==> config.mk <==
export PLATFORM = sky130hd
export DESIGN_NAME = muldiv_seq
export DESIGN_NICKNAME = d
export VERILOG_FILES = /design/src/rtl/muldiv_seq.sv
export SDC_FILE = /design/constraint.sdc
export NUM_CORES = 1
export LEC_CHECK = 0
export CAP_MARGIN = 20
export CORE_UTILIZATION = 45
export DETAILED_ROUTE_END_ITERATION = 12
export GPL_TIMING_DRIVEN = 0
export PLACE_DENSITY = 0.78
export SYNTH_ARGS = -nofsm -noshare
export SYNTH_HDL_FRONTEND = slang
export SYNTH_SLANG_ARGS = --single-unit
==> constraint.sdc <==
create_clock -name clk -period 7.15 [get_ports clk]
set_input_delay 1.43 -clock clk [delete_from_list [all_inputs] [get_ports clk]]
set_output_delay 1.43 -clock clk [all_outputs]
set_load 0.03 [all_outputs]
==> src/rtl/muldiv_seq.sv <==
// Multicycle radix-2 DIV / MLA unit with fetch/decode stall and result hold.
// Optional MULDIV_FASTPATH_EN: zero src_b completes from IDLE in one cycle.
module muldiv_seq #(
  parameter int WIDTH = 32,
  parameter int CNT_W = 6
) (
  input  logic             clk,
  input  logic             reset,
  input  logic             start,
  input  logic             op,
  input  logic [WIDTH-1:0] src_a,
  input  logic [WIDTH-1:0] src_b,
  input  logic [WIDTH-1:0] src_c,
  input  logic             flush,
  output logic             stall,
  output logic             busy,
  output logic             done,
  output logic [WIDTH-1:0] result,
  output logic [WIDTH-1:0] remainder
);

  typedef enum logic [1:0] {
    IDLE = 2'd0,
    BUSY = 2'd1,
    DONE = 2'd2
  } state_e;

  state_e           state_q, state_d;
  logic [CNT_W-1:0] cnt_q, cnt_d;
  logic             op_q, op_d;
  logic [WIDTH:0]   acc_q, acc_d;
  logic [WIDTH-1:0] sh_q, sh_d;
  logic [WIDTH-1:0] dv_q, dv_d;
  logic [WIDTH-1:0] res_q, res_d;
  logic [WIDTH-1:0] rem_q, rem_d;

  logic [WIDTH:0]   div_sh;
  logic [WIDTH:0]   div_t;
  logic [WIDTH:0]   it_acc;
  logic [WIDTH-1:0] it_sh;
  logic [WIDTH-1:0] it_dv;
  logic             last;
  logic             fast;
  logic             load;

`ifdef MULDIV_FASTPATH_EN
  assign fast = (src_b == '0);
`else
  assign fast = 1'b0;
`endif

  assign last = (cnt_q == CNT_W'(WIDTH - 1));

  // acc holds R (DIV) or P (MLA); sh holds Q or A; dv holds D or B
  always_comb begin
    div_sh = {acc_q[WIDTH-1:0], sh_q[WIDTH-1]};
    div_t  = div_sh - {1'b0, dv_q};
    it_acc = acc_q;
    it_sh  = sh_q;
    it_dv  = dv_q;
    if (op_q) begin
      if (dv_q[0]) begin
        it_acc = {1'b0, acc_q[WIDTH-1:0] + sh_q};
      end
      it_sh = sh_q << 1;
      it_dv = dv_q >> 1;
    end else if (!div_t[WIDTH]) begin
      it_acc = div_t;
      it_sh  = {sh_q[WIDTH-2:0], 1'b1};
    end else begin
      it_acc = div_sh;
      it_sh  = {sh_q[WIDTH-2:0], 1'b0};
    end
  end

  always_comb begin
    state_d = state_q;
    cnt_d   = cnt_q;
    op_d    = op_q;
    acc_d   = acc_q;
    sh_d    = sh_q;
    dv_d    = dv_q;
    res_d   = res_q;
    rem_d   = rem_q;
    load    = 1'b0;
    unique case (state_q)
      IDLE: begin
        if (start) begin
          load = 1'b1;
          if (fast) begin
            state_d = DONE;
            res_d   = op ? src_c : '1;
            rem_d   = op ? '0 : src_a;
          end else begin
            state_d = BUSY;
          end
        end
      end
      BUSY: begin
        acc_d = it_acc;
        sh_d  = it_sh;
        dv_d  = it_dv;
        cnt_d = cnt_q + 1'b1;
        if (last) begin
          state_d = DONE;
          res_d   = op_q ? it_acc[WIDTH-1:0] : it_sh;
          rem_d   = op_q ? '0 : it_acc[WIDTH-1:0];
        end
      end
      DONE: begin
        state_d = IDLE;
        if (start) begin
          load    = 1'b1;
          state_d = BUSY;
        end
      end
      default: state_d = IDLE;
    endcase
    if (load) begin
      op_d  = op;
      cnt_d = '0;
      acc_d = op ? {1'b0, src_c} : '0;
      sh_d  = src_a;
      dv_d  = src_b;
    end
    // abort wins over everything, including a fresh start
    if (flush) begin
      state_d = IDLE;
      res_d   = res_q;
      rem_d   = rem_q;
    end
  end

  always_ff @(posedge clk or negedge reset) begin
    if (!reset) begin
      state_q <= IDLE;
      cnt_q   <= '0;
      op_q    <= 1'b0;
      acc_q   <= '0;
      sh_q    <= '0;
      dv_q    <= '0;
      res_q   <= '0;
      rem_q   <= '0;
    end else begin
      state_q <= state_d;
      cnt_q   <= cnt_d;
      op_q    <= op_d;
      acc_q   <= acc_d;
      sh_q    <= sh_d;
      dv_q    <= dv_d;
      res_q   <= res_d;
      rem_q   <= rem_d;
    end
  end

  assign stall     = ((state_q == IDLE) && start)
                   || (state_q == BUSY);
  assign busy      = (state_q == BUSY);
  assign done      = (state_q == DONE);
  assign result    = res_q;
  assign remainder = rem_q;

endmodule

==> impl_metrics.prom, run 1 <==
# TYPE chip_impl_metric gauge
chip_impl_metric{name="finalWorstPathRequiredPeriod",unit="ns"} 5.21
chip_impl_metric{name="cts_buffer_depth",unit=""} 2
chip_impl_info{name="worstHoldPathType",value="flip-flop to flip-flop"} 1
chip_impl_metric{name="finalInstanceArea",unit="um^2"} 14500
chip_impl_metric{name="drcViolationCount",unit=""} 0
chip_impl_metric{name="area_delta_synth_final",unit="%"} 22.8
chip_impl_metric{name="timing_worst_slew_pin_value",unit="ns"} 1.11
chip_impl_metric{name="hold_slack",unit="ns"} 0.484
chip_impl_metric{name="tritoncts_num_sinks",unit=""} 169
chip_impl_metric{name="nets",unit=""} 1814
chip_impl_metric{name="power_density",unit="nW/um^2"} 373
chip_impl_metric{name="critical_path_required",unit="ns"} 5.72
chip_impl_metric{name="timing_max_transition_violations_final",unit=""} 0
chip_impl_metric{name="crit_path_max_incr_delay",unit="ns"} 0.85
chip_impl_info{name="critical_path.cell_chain",value="nand2b_1 > clkbuf_1 > inv_1 > clkbuf_1 > clkbuf_1 > clkdlybuf4s50_1"} 1
chip_impl_metric{name="power.static_leakage",unit="nW"} 6.46
chip_impl_info{name="outcome",value="finished, final reports clean"} 1
chip_impl_metric{name="port_buffers",unit=""} 167
chip_impl_info{name="worst_path_max_delay_cell",value="sky130_fd_sc_hd__clkbuf_1"} 1
chip_impl_metric{name="yosys_warnings",unit=""} 0
chip_impl_metric{name="dp.cells",unit=""} 1958
chip_impl_metric{name="biggest_fanout_along_the_worst_timing_path",unit=""} 10
chip_impl_metric{name="antenna_left",unit=""} 0
chip_impl_metric{name="finalWeightedCongestion",unit=""} 0.984
chip_impl_info{name="cts_tree",value="done"} 1
chip_impl_metric{name="insertedDiodeCount",unit=""} 0
chip_impl_metric{name="ys_types",unit=""} 68
chip_impl_metric{name="maxCapViolCount",unit=""} 0
chip_impl_metric{name="number_of_enable_type_register_cells_in_the_synthesized_netlist",unit=""} 0
chip_impl_metric{name="grt_antenna_before_repair",unit=""} 0
chip_impl_metric{name="drtIter0Drc",unit=""} 1349
chip_impl_metric{name="overflow",unit=""} 0
chip_impl_metric{name="ctsHtreeMaxLevel",unit=""} 4
chip_impl_metric{name="design.die.area",unit="um^2"} 26900
chip_impl_metric{name="drt-vias-per-instance",unit=""} 6.27
chip_impl_metric{name="p_total",unit="mW"} 5.40
chip_impl_metric{name="synth.yosys.seq_area_share",unit=""} 0.358
chip_impl_info{name="cts_root_buffer",value="sky130_fd_sc_hd__clkbuf_16"} 1
chip_impl_metric{name="floorplan.die.width",unit="um"} 164
chip_impl_metric{name="post_dp_hpwl",unit="um"} 34400
chip_impl_metric{name="grt_max_degree",unit=""} 105
chip_impl_metric{name="number_of_instances_resized_during_post_cts_repair",unit=""} 0
chip_impl_metric{name="wire_per_inst",unit="um"} 22.8
chip_impl_metric{name="cts-buffers-inserted",unit=""} 17
chip_impl_metric{name="final_min_period_over_clock_period",unit=""} 0.729
chip_impl_metric{name="post_cts_buffers",unit=""} 0
chip_impl_metric{name="detailroute.via_count",unit=""} 12500
chip_impl_metric{name="routed_wl",unit="um"} 45400
chip_impl_metric{name="core_region_area",unit="um^2"} 25500
chip_impl_info{name="cpMostUsedCell",value="sky130_fd_sc_hd__clkbuf_1"} 1
chip_impl_metric{name="num-fill-cells",unit=""} 2352
chip_impl_metric{name="track_usage",unit=""} 0.343
chip_impl_metric{name="postSynth.asyncResetShare",unit=""} 1.00
chip_impl_metric{name="crit_arrival",unit="ns"} 3.78
chip_impl_info{name="final_cell_mix",value="278 x sky130_fd_sc_hd__nand2_1, 169 x sky130_fd_sc_hd__dfrtp_1, 166 x sky130_fd_sc_hd__clkdlybuf4s50_1"} 1
chip_impl_metric{name="synthesis.nets",unit=""} 1627
chip_impl_info{name="cp-start-kind",value="flip-flop"} 1
chip_impl_metric{name="post_synth_instance_area",unit="um^2"} 11800
chip_impl_metric{name="worstPathBufferInverterCount",unit=""} 5
chip_impl_metric{name="instances_no_fill",unit=""} 1990
chip_impl_metric{name="fmaxAchievable",unit="MHz"} 192
chip_impl_info{name="grt_setup_unrepaired",value="no"} 1
chip_impl_metric{name="synth.ff_latch_count",unit=""} 169
chip_impl_metric{name="first_global_vias",unit=""} 12000
chip_impl_metric{name="layout-drive-gt1-share",unit=""} 0.0464
chip_impl_metric{name="std_cell_rows",unit=""} 58
chip_impl_metric{name="clk-insertion-delay-late",unit="ns"} 0.45
chip_impl_info{name="worstSetupPathType",value="flip-flop to output pin"} 1
chip_impl_metric{name="start_util",unit=""} 0.463
chip_impl_metric{name="clkSlewWorstSetupHoldPaths",unit="ns"} 0.07
chip_impl_metric{name="placed_standard_cell_area",unit="um^2"} 13900
chip_impl_info{name="mostFrequentLayoutCell",value="sky130_fd_sc_hd__nand2_1"} 1
chip_impl_metric{name="slew-limit-headroom",unit=""} 0.257
chip_impl_metric{name="grt_pass1_wl",unit="um"} 68800
chip_impl_info{name="critPathCaptureType",value="output pin"} 1
chip_impl_metric{name="irDropWorstVdd",unit="uV"} 198
chip_impl_metric{name="cell_count_after_synthesis",unit=""} 1460
chip_impl_metric{name="final.setup.tns",unit="ns"} 0
chip_impl_metric{name="finalSetupViolCount",unit=""} 0
chip_impl_info{name="cpLargestDelayFamily",value="buffers and inverters"} 1
chip_impl_metric{name="finClkSkew",unit="ns"} 0.0126
chip_impl_metric{name="hold_viol_final",unit=""} 0
chip_impl_metric{name="dr_pass1_iterations",unit=""} 8
chip_impl_metric{name="cts_hold_buf",unit=""} 0
chip_impl_info{name="synth_ff_type",value="sky130_fd_sc_hd__dfrtp_1"} 1
chip_impl_metric{name="die_h",unit="um"} 164
chip_impl_metric{name="reg2reg_slack",unit="ns"} 2.90
chip_impl_metric{name="io_pins",unit=""} 168
chip_impl_metric{name="synth.avg_cell_area",unit="um^2"} 8.08
==> where the power goes <==
group / total [mW] / internal, mW / switching [mW]
Combinational: 3.06 / 1.17 / 1.89
Clock: 0.946 / 0.502 / 0.444
Sequential: 1.40 / 1.12 / 0.278
==> final cells by class <==
| cell class | instances | area [um^2] | share of cell area |
|---|---|---|---|
| sequential | 169 | 4230 | 0.292 |
| timing repair buffer | 168 | 1700 | 0.118 |
| multi-input combinational | 1140 | 6980 | 0.482 |
| clock inverter | 13 | 118 | 0.00812 |
| clock buffer | 19 | 453 | 0.0313 |
| inverter | 60 | 225 | 0.0155 |
| buffer | 91 | 364 | 0.0251 |
| tap | 330 | 413 | 0.0285 |
==> Yosys cell counts (9+ instances only) <==
| cell type | instances | area share |
|---|---|---|
| sky130_fd_sc_hd__a221oi_1 | 12 | 0.0089 |
| sky130_fd_sc_hd__mux2i_1 | 23 | 0.020 |
| sky130_fd_sc_hd__nand4_1 | 15 | 0.0080 |
| sky130_fd_sc_hd__a22oi_1 | 38 | 0.024 |
| sky130_fd_sc_hd__o31ai_1 | 21 | 0.013 |
| sky130_fd_sc_hd__inv_1 | 58 | 0.018 |
| sky130_fd_sc_hd__a31oi_1 | 48 | 0.025 |
| sky130_fd_sc_hd__nor2b_1 | 9 | 0.0048 |
| sky130_fd_sc_hd__o21a_1 | 24 | 0.015 |
| sky130_fd_sc_hd__ha_1 | 64 | 0.068 |
| sky130_fd_sc_hd__a21o_1 | 34 | 0.022 |
| sky130_fd_sc_hd__o21ai_0 | 93 | 0.039 |
| sky130_fd_sc_hd__nand2_1 | 278 | 0.088 |
| sky130_fd_sc_hd__and2_1 | 10 | 0.0053 |
| sky130_fd_sc_hd__o21bai_1 | 12 | 0.0076 |
| sky130_fd_sc_hd__a211oi_1 | 24 | 0.015 |
| sky130_fd_sc_hd__a21oi_1 | 99 | 0.042 |
| sky130_fd_sc_hd__dfrtp_1 | 169 | 0.36 |
| sky130_fd_sc_hd__nor3_1 | 28 | 0.012 |
| sky130_fd_sc_hd__xnor2_1 | 23 | 0.017 |
| sky130_fd_sc_hd__nand3_1 | 24 | 0.010 |
| sky130_fd_sc_hd__xor2_1 | 18 | 0.013 |
| sky130_fd_sc_hd__clkbuf_1 | 75 | 0.024 |
| sky130_fd_sc_hd__mux2_2 | 11 | 0.010 |
| sky130_fd_sc_hd__and3_1 | 11 | 0.0058 |
| sky130_fd_sc_hd__nor2_1 | 117 | 0.037 |
==> flip-flops by register name, summed over array words and instances, names as in the netlist <==
name	cells
sh_q	32
remainder	32
dv_q	32
acc_q	32
cnt_q	6
state_q	2
result	32
op_q	1
==> layer usage <==
metal,vias to the layer above,GRT usage,wire length (um),part of all wire
met5,-,0,0,0
met4,0,0.166,2240,0.049
met3,157,0.0780,4560,0.10
li1,5618,-,-,-
met2,719,0.526,19900,0.44
met1,5978,0.457,18700,0.41
==> stage by stage <==
| stage | utilization | setup slack (ns) |
|---|---|---|
| after floorplan | - | 3.71 |
| after global placement | 0.545 | -2.42 |
| after detailed placement | 0.546 | 2.61 |
| after CTS | 0.569 | 2.13 |
| after global routing | 0.569 | 1.95 |
| final | 0.569 | 1.94 |
==> tightest hold or removal path: stages, from the launching register on <==
cell                      delay (ns)
sky130_fd_sc_hd__dfrtp_1        0.35
sky130_fd_sc_hd__nand2_1        0.04
sky130_fd_sc_hd__o21ai_0        0.06
==> cell families (layout without fill, tap and decap cells) <==
group	Yosys count	in the layout	synth area share
AND/OR/NAND/NOR	521	521	0.191
buffers and inverters	151	351	0.0500
AO/OA/AOI/OAI	478	478	0.269
flip-flops	169	169	0.358
multiplexers	34	34	0.0300
XOR/XNOR	41	41	0.0304
adder cells (fa/ha/maj)	66	66	0.0713
==> final timing paths <==
path,startpoint,end,cells past startpoint
hold / removal,result[27],result[27],2
setup / recovery,state_q[1],busy,6
setup reg to reg,sh_q[31],acc_q[29],14
min in group asynchronous,reset,dv_q[27],1
max in group asynchronous,reset,sh_q[11],2
hold reg to reg,result[27],result[27],2
Note: power is estimated with default switching activity, not from simulation.
==> run 2: changes to the inputs <==
--- a/config.mk
+++ b/config.mk
@@ -9,7 +9,7 @@
 export CORE_UTILIZATION = 45
 export DETAILED_ROUTE_END_ITERATION = 12
 export GPL_TIMING_DRIVEN = 0
-export PLACE_DENSITY = 0.78
+export PLACE_DENSITY = 0.81
 export SYNTH_ARGS = -nofsm -noshare
 export SYNTH_HDL_FRONTEND = slang
 export SYNTH_SLANG_ARGS = --single-unit
==> constraint.sdc (replaced) <==
create_clock -name clk -period 4.7 [get_ports clk]
set_input_delay 0.94 -clock clk [delete_from_list [all_inputs] [get_ports clk]]
set_output_delay 0.94 -clock clk [all_outputs]
set_load 0.03 [all_outputs]
==> impl_metrics.prom, run 2 (synthesis gave the netlist of run 1 again) <==
# TYPE chip_impl_metric gauge
chip_impl_metric{name="finalSetupViolCount",unit=""} 0
chip_impl_metric{name="cts-buffers-inserted",unit=""} 17
chip_impl_metric{name="std_cell_rows",unit=""} 58
chip_impl_metric{name="track_usage",unit=""} 0.335
chip_impl_metric{name="finalWeightedCongestion",unit=""} 0.991
chip_impl_metric{name="drtIter0Drc",unit=""} 1389
chip_impl_metric{name="finalInstanceArea",unit="um^2"} 14500
chip_impl_metric{name="port_buffers",unit=""} 167
chip_impl_metric{name="cts_buffer_depth",unit=""} 2
chip_impl_metric{name="crit_arrival",unit="ns"} 3.36
chip_impl_metric{name="timing_max_transition_violations_final",unit=""} 0
chip_impl_metric{name="post_dp_hpwl",unit="um"} 34100
chip_impl_metric{name="grt_pass1_wl",unit="um"} 66900
chip_impl_metric{name="design.die.area",unit="um^2"} 26900
chip_impl_info{name="mostFrequentLayoutCell",value="sky130_fd_sc_hd__nand2_1"} 1
chip_impl_info{name="cp-start-kind",value="flip-flop"} 1
chip_impl_metric{name="core_region_area",unit="um^2"} 25500
chip_impl_info{name="grt_setup_unrepaired",value="no"} 1
chip_impl_metric{name="tritoncts_num_sinks",unit=""} 169
chip_impl_metric{name="first_global_vias",unit=""} 12000
chip_impl_metric{name="insertedDiodeCount",unit=""} 0
chip_impl_metric{name="floorplan.die.width",unit="um"} 164
chip_impl_metric{name="post_cts_buffers",unit=""} 0
chip_impl_info{name="worstSetupPathType",value="flip-flop to output pin"} 1
chip_impl_metric{name="fin_util",unit=""} 0.569
chip_impl_info{name="cts_root_buffer",value="sky130_fd_sc_hd__clkbuf_16"} 1
chip_impl_metric{name="dr_pass1_iterations",unit=""} 6
chip_impl_metric{name="power.static_leakage",unit="nW"} 6.46
chip_impl_info{name="outcome",value="finished, final reports clean"} 1
chip_impl_metric{name="final_critical_path_setup_slack",unit="ns"} 0.402
chip_impl_metric{name="area_delta_synth_final",unit="%"} 22.9
chip_impl_metric{name="placed_standard_cell_area",unit="um^2"} 13900
chip_impl_metric{name="drcViolationCount",unit=""} 0
chip_impl_info{name="worstHoldPathType",value="primary input to async pin"} 1
chip_impl_metric{name="instances_no_fill",unit=""} 1990
chip_impl_metric{name="preCtsSetupSlack",unit="ns"} 0.605
chip_impl_metric{name="hold_viol_final",unit=""} 0
chip_impl_metric{name="critical_path_required",unit="ns"} 3.76
chip_impl_metric{name="biggest_fanout_along_the_worst_timing_path",unit=""} 10
chip_impl_metric{name="routed_wl",unit="um"} 44500
chip_impl_metric{name="p_total",unit="mW"} 8.18
chip_impl_info{name="final_cell_mix",value="278 x sky130_fd_sc_hd__nand2_1, 169 x sky130_fd_sc_hd__dfrtp_1, 166 x sky130_fd_sc_hd__clkdlybuf4s50_1"} 1
chip_impl_metric{name="finalWorstPathRequiredPeriod",unit="ns"} 4.30
chip_impl_metric{name="dp.cells",unit=""} 1958
chip_impl_metric{name="nets",unit=""} 1814
chip_impl_metric{name="timing_worst_slew_pin_value",unit="ns"} 1.01
chip_impl_metric{name="overflow",unit=""} 0
chip_impl_metric{name="num-fill-cells",unit=""} 2376
chip_impl_metric{name="fmaxAchievable",unit="MHz"} 233
chip_impl_metric{name="drt-vias-per-instance",unit=""} 6.24
chip_impl_metric{name="wire_per_inst",unit="um"} 22.4
chip_impl_metric{name="final.setup.tns",unit="ns"} 0
chip_impl_metric{name="finClkSkew",unit="ns"} 0.0115
chip_impl_metric{name="io_pins",unit=""} 168
chip_impl_metric{name="detailroute.via_count",unit=""} 12400
chip_impl_metric{name="clkSlewWorstSetupHoldPaths",unit="ns"} 0.07
chip_impl_metric{name="seq_area",unit="um^2"} 4230
chip_impl_metric{name="layout-drive-gt1-share",unit=""} 0.0470
chip_impl_metric{name="ctsHtreeMaxLevel",unit=""} 4
chip_impl_metric{name="area_occupied_by_multi_input_gates",unit="um^2"} 6980
chip_impl_metric{name="grt_antenna_before_repair",unit=""} 0
chip_impl_metric{name="maxCapViolCount",unit=""} 0
chip_impl_metric{name="die_h",unit="um"} 164
chip_impl_metric{name="antenna_left",unit=""} 0
chip_impl_info{name="critPathCaptureType",value="output pin"} 1
chip_impl_metric{name="final_min_period_over_clock_period",unit=""} 0.914
chip_impl_metric{name="start_util",unit=""} 0.463
chip_impl_metric{name="clk-insertion-delay-late",unit="ns"} 0.45
chip_impl_metric{name="hold_slack",unit="ns"} 0.390
chip_impl_metric{name="irDropWorstVdd",unit="uV"} 295
chip_impl_info{name="cts_tree",value="done"} 1
chip_impl_metric{name="grt_max_degree",unit=""} 122
chip_impl_metric{name="slew-limit-headroom",unit=""} 0.322
chip_impl_metric{name="power_density",unit="nW/um^2"} 564
[run 2: changes by cell type in the layout (fill, tap and decap cells not counted), sizes merged]
cell,previous run,this run
inv,62,61
clkbuf,94,95
[run 2: layout make-up]
| cell class | count | share of cell area |
|---|---|---|
| multi-input cells | 1140 | 0.481 |
| plain buffers | 91 | 0.0252 |
| clock inverters | 12 | 0.00803 |
| clock buffers | 20 | 0.0322 |
| repair buffers | 168 | 0.118 |
| inverters | 60 | 0.0155 |
| well taps | 330 | 0.0285 |
| flip-flops and latches | 169 | 0.292 |
[run 2: where the power goes]
part | switching, mW | internal, mW | total (mW)
registers | 0.420 | 1.70 | 2.12
logic | 2.84 | 1.78 | 4.62
clock network | 0.662 | 0.779 | 1.44
[run 2: worst max-delay path, stage by stage (launching register included)]
cell and delay [ns]:
sky130_fd_sc_hd__dfrtp_1 0.39, sky130_fd_sc_hd__nand2b_1 0.16, sky130_fd_sc_hd__clkbuf_1 0.28, sky130_fd_sc_hd__inv_1 0.17
sky130_fd_sc_hd__clkbuf_1 0.58, sky130_fd_sc_hd__clkbuf_2 0.55, sky130_fd_sc_hd__clkdlybuf4s50_1 0.77
[run 2: metal layers]
metal | routed length [um] | global-route usage | up-vias
li1 | - | - | 5614
met1 | 18500 | 0.439 | 5941
met2 | 19500 | 0.520 | 713
met3 | 4240 | 0.0697 | 154
met4 | 2290 | 0.175 | 0
met5 | 0 | 0 | -
[run 2: worst paths after layout]
kind / start / end / slack [ns] / depth (start not counted)
worst max-delay path: state_q[1] / busy / 0.40 / 6
worst min-delay path: reset / dv_q[28] / 0.39 / 1
worst max register to register: sh_q[31] / remainder[29] / 0.48 / 14
worst min register to register: remainder[25] / remainder[25] / 0.48 / 2
max in group asynchronous: reset / result[30] / 3.34 / 2
min in group clk: remainder[25] / remainder[25] / 0.48 / 2
[run 2: repair_timing]
| action | CTS | global route |
|---|---|---|
| endpoints found under the setup margin | 0 | 1 |
| hold buffers | 0 | 0 |
| endpoints found under the hold margin | 0 | 0 |
| resized for setup | 0 | 3 |
==> run 3: changes to the inputs <==
--- a/config.mk
+++ b/config.mk
@@ -10,6 +10,7 @@
 export DETAILED_ROUTE_END_ITERATION = 12
 export GPL_TIMING_DRIVEN = 0
 export PLACE_DENSITY = 0.81
+export SKIP_LAST_GASP = 1
 export SYNTH_ARGS = -nofsm -noshare
 export SYNTH_HDL_FRONTEND = slang
 export SYNTH_SLANG_ARGS = --single-unit
==> results of run 3 <==
Same layout as run 2: the final DEF is identical, and so are final timing and power.
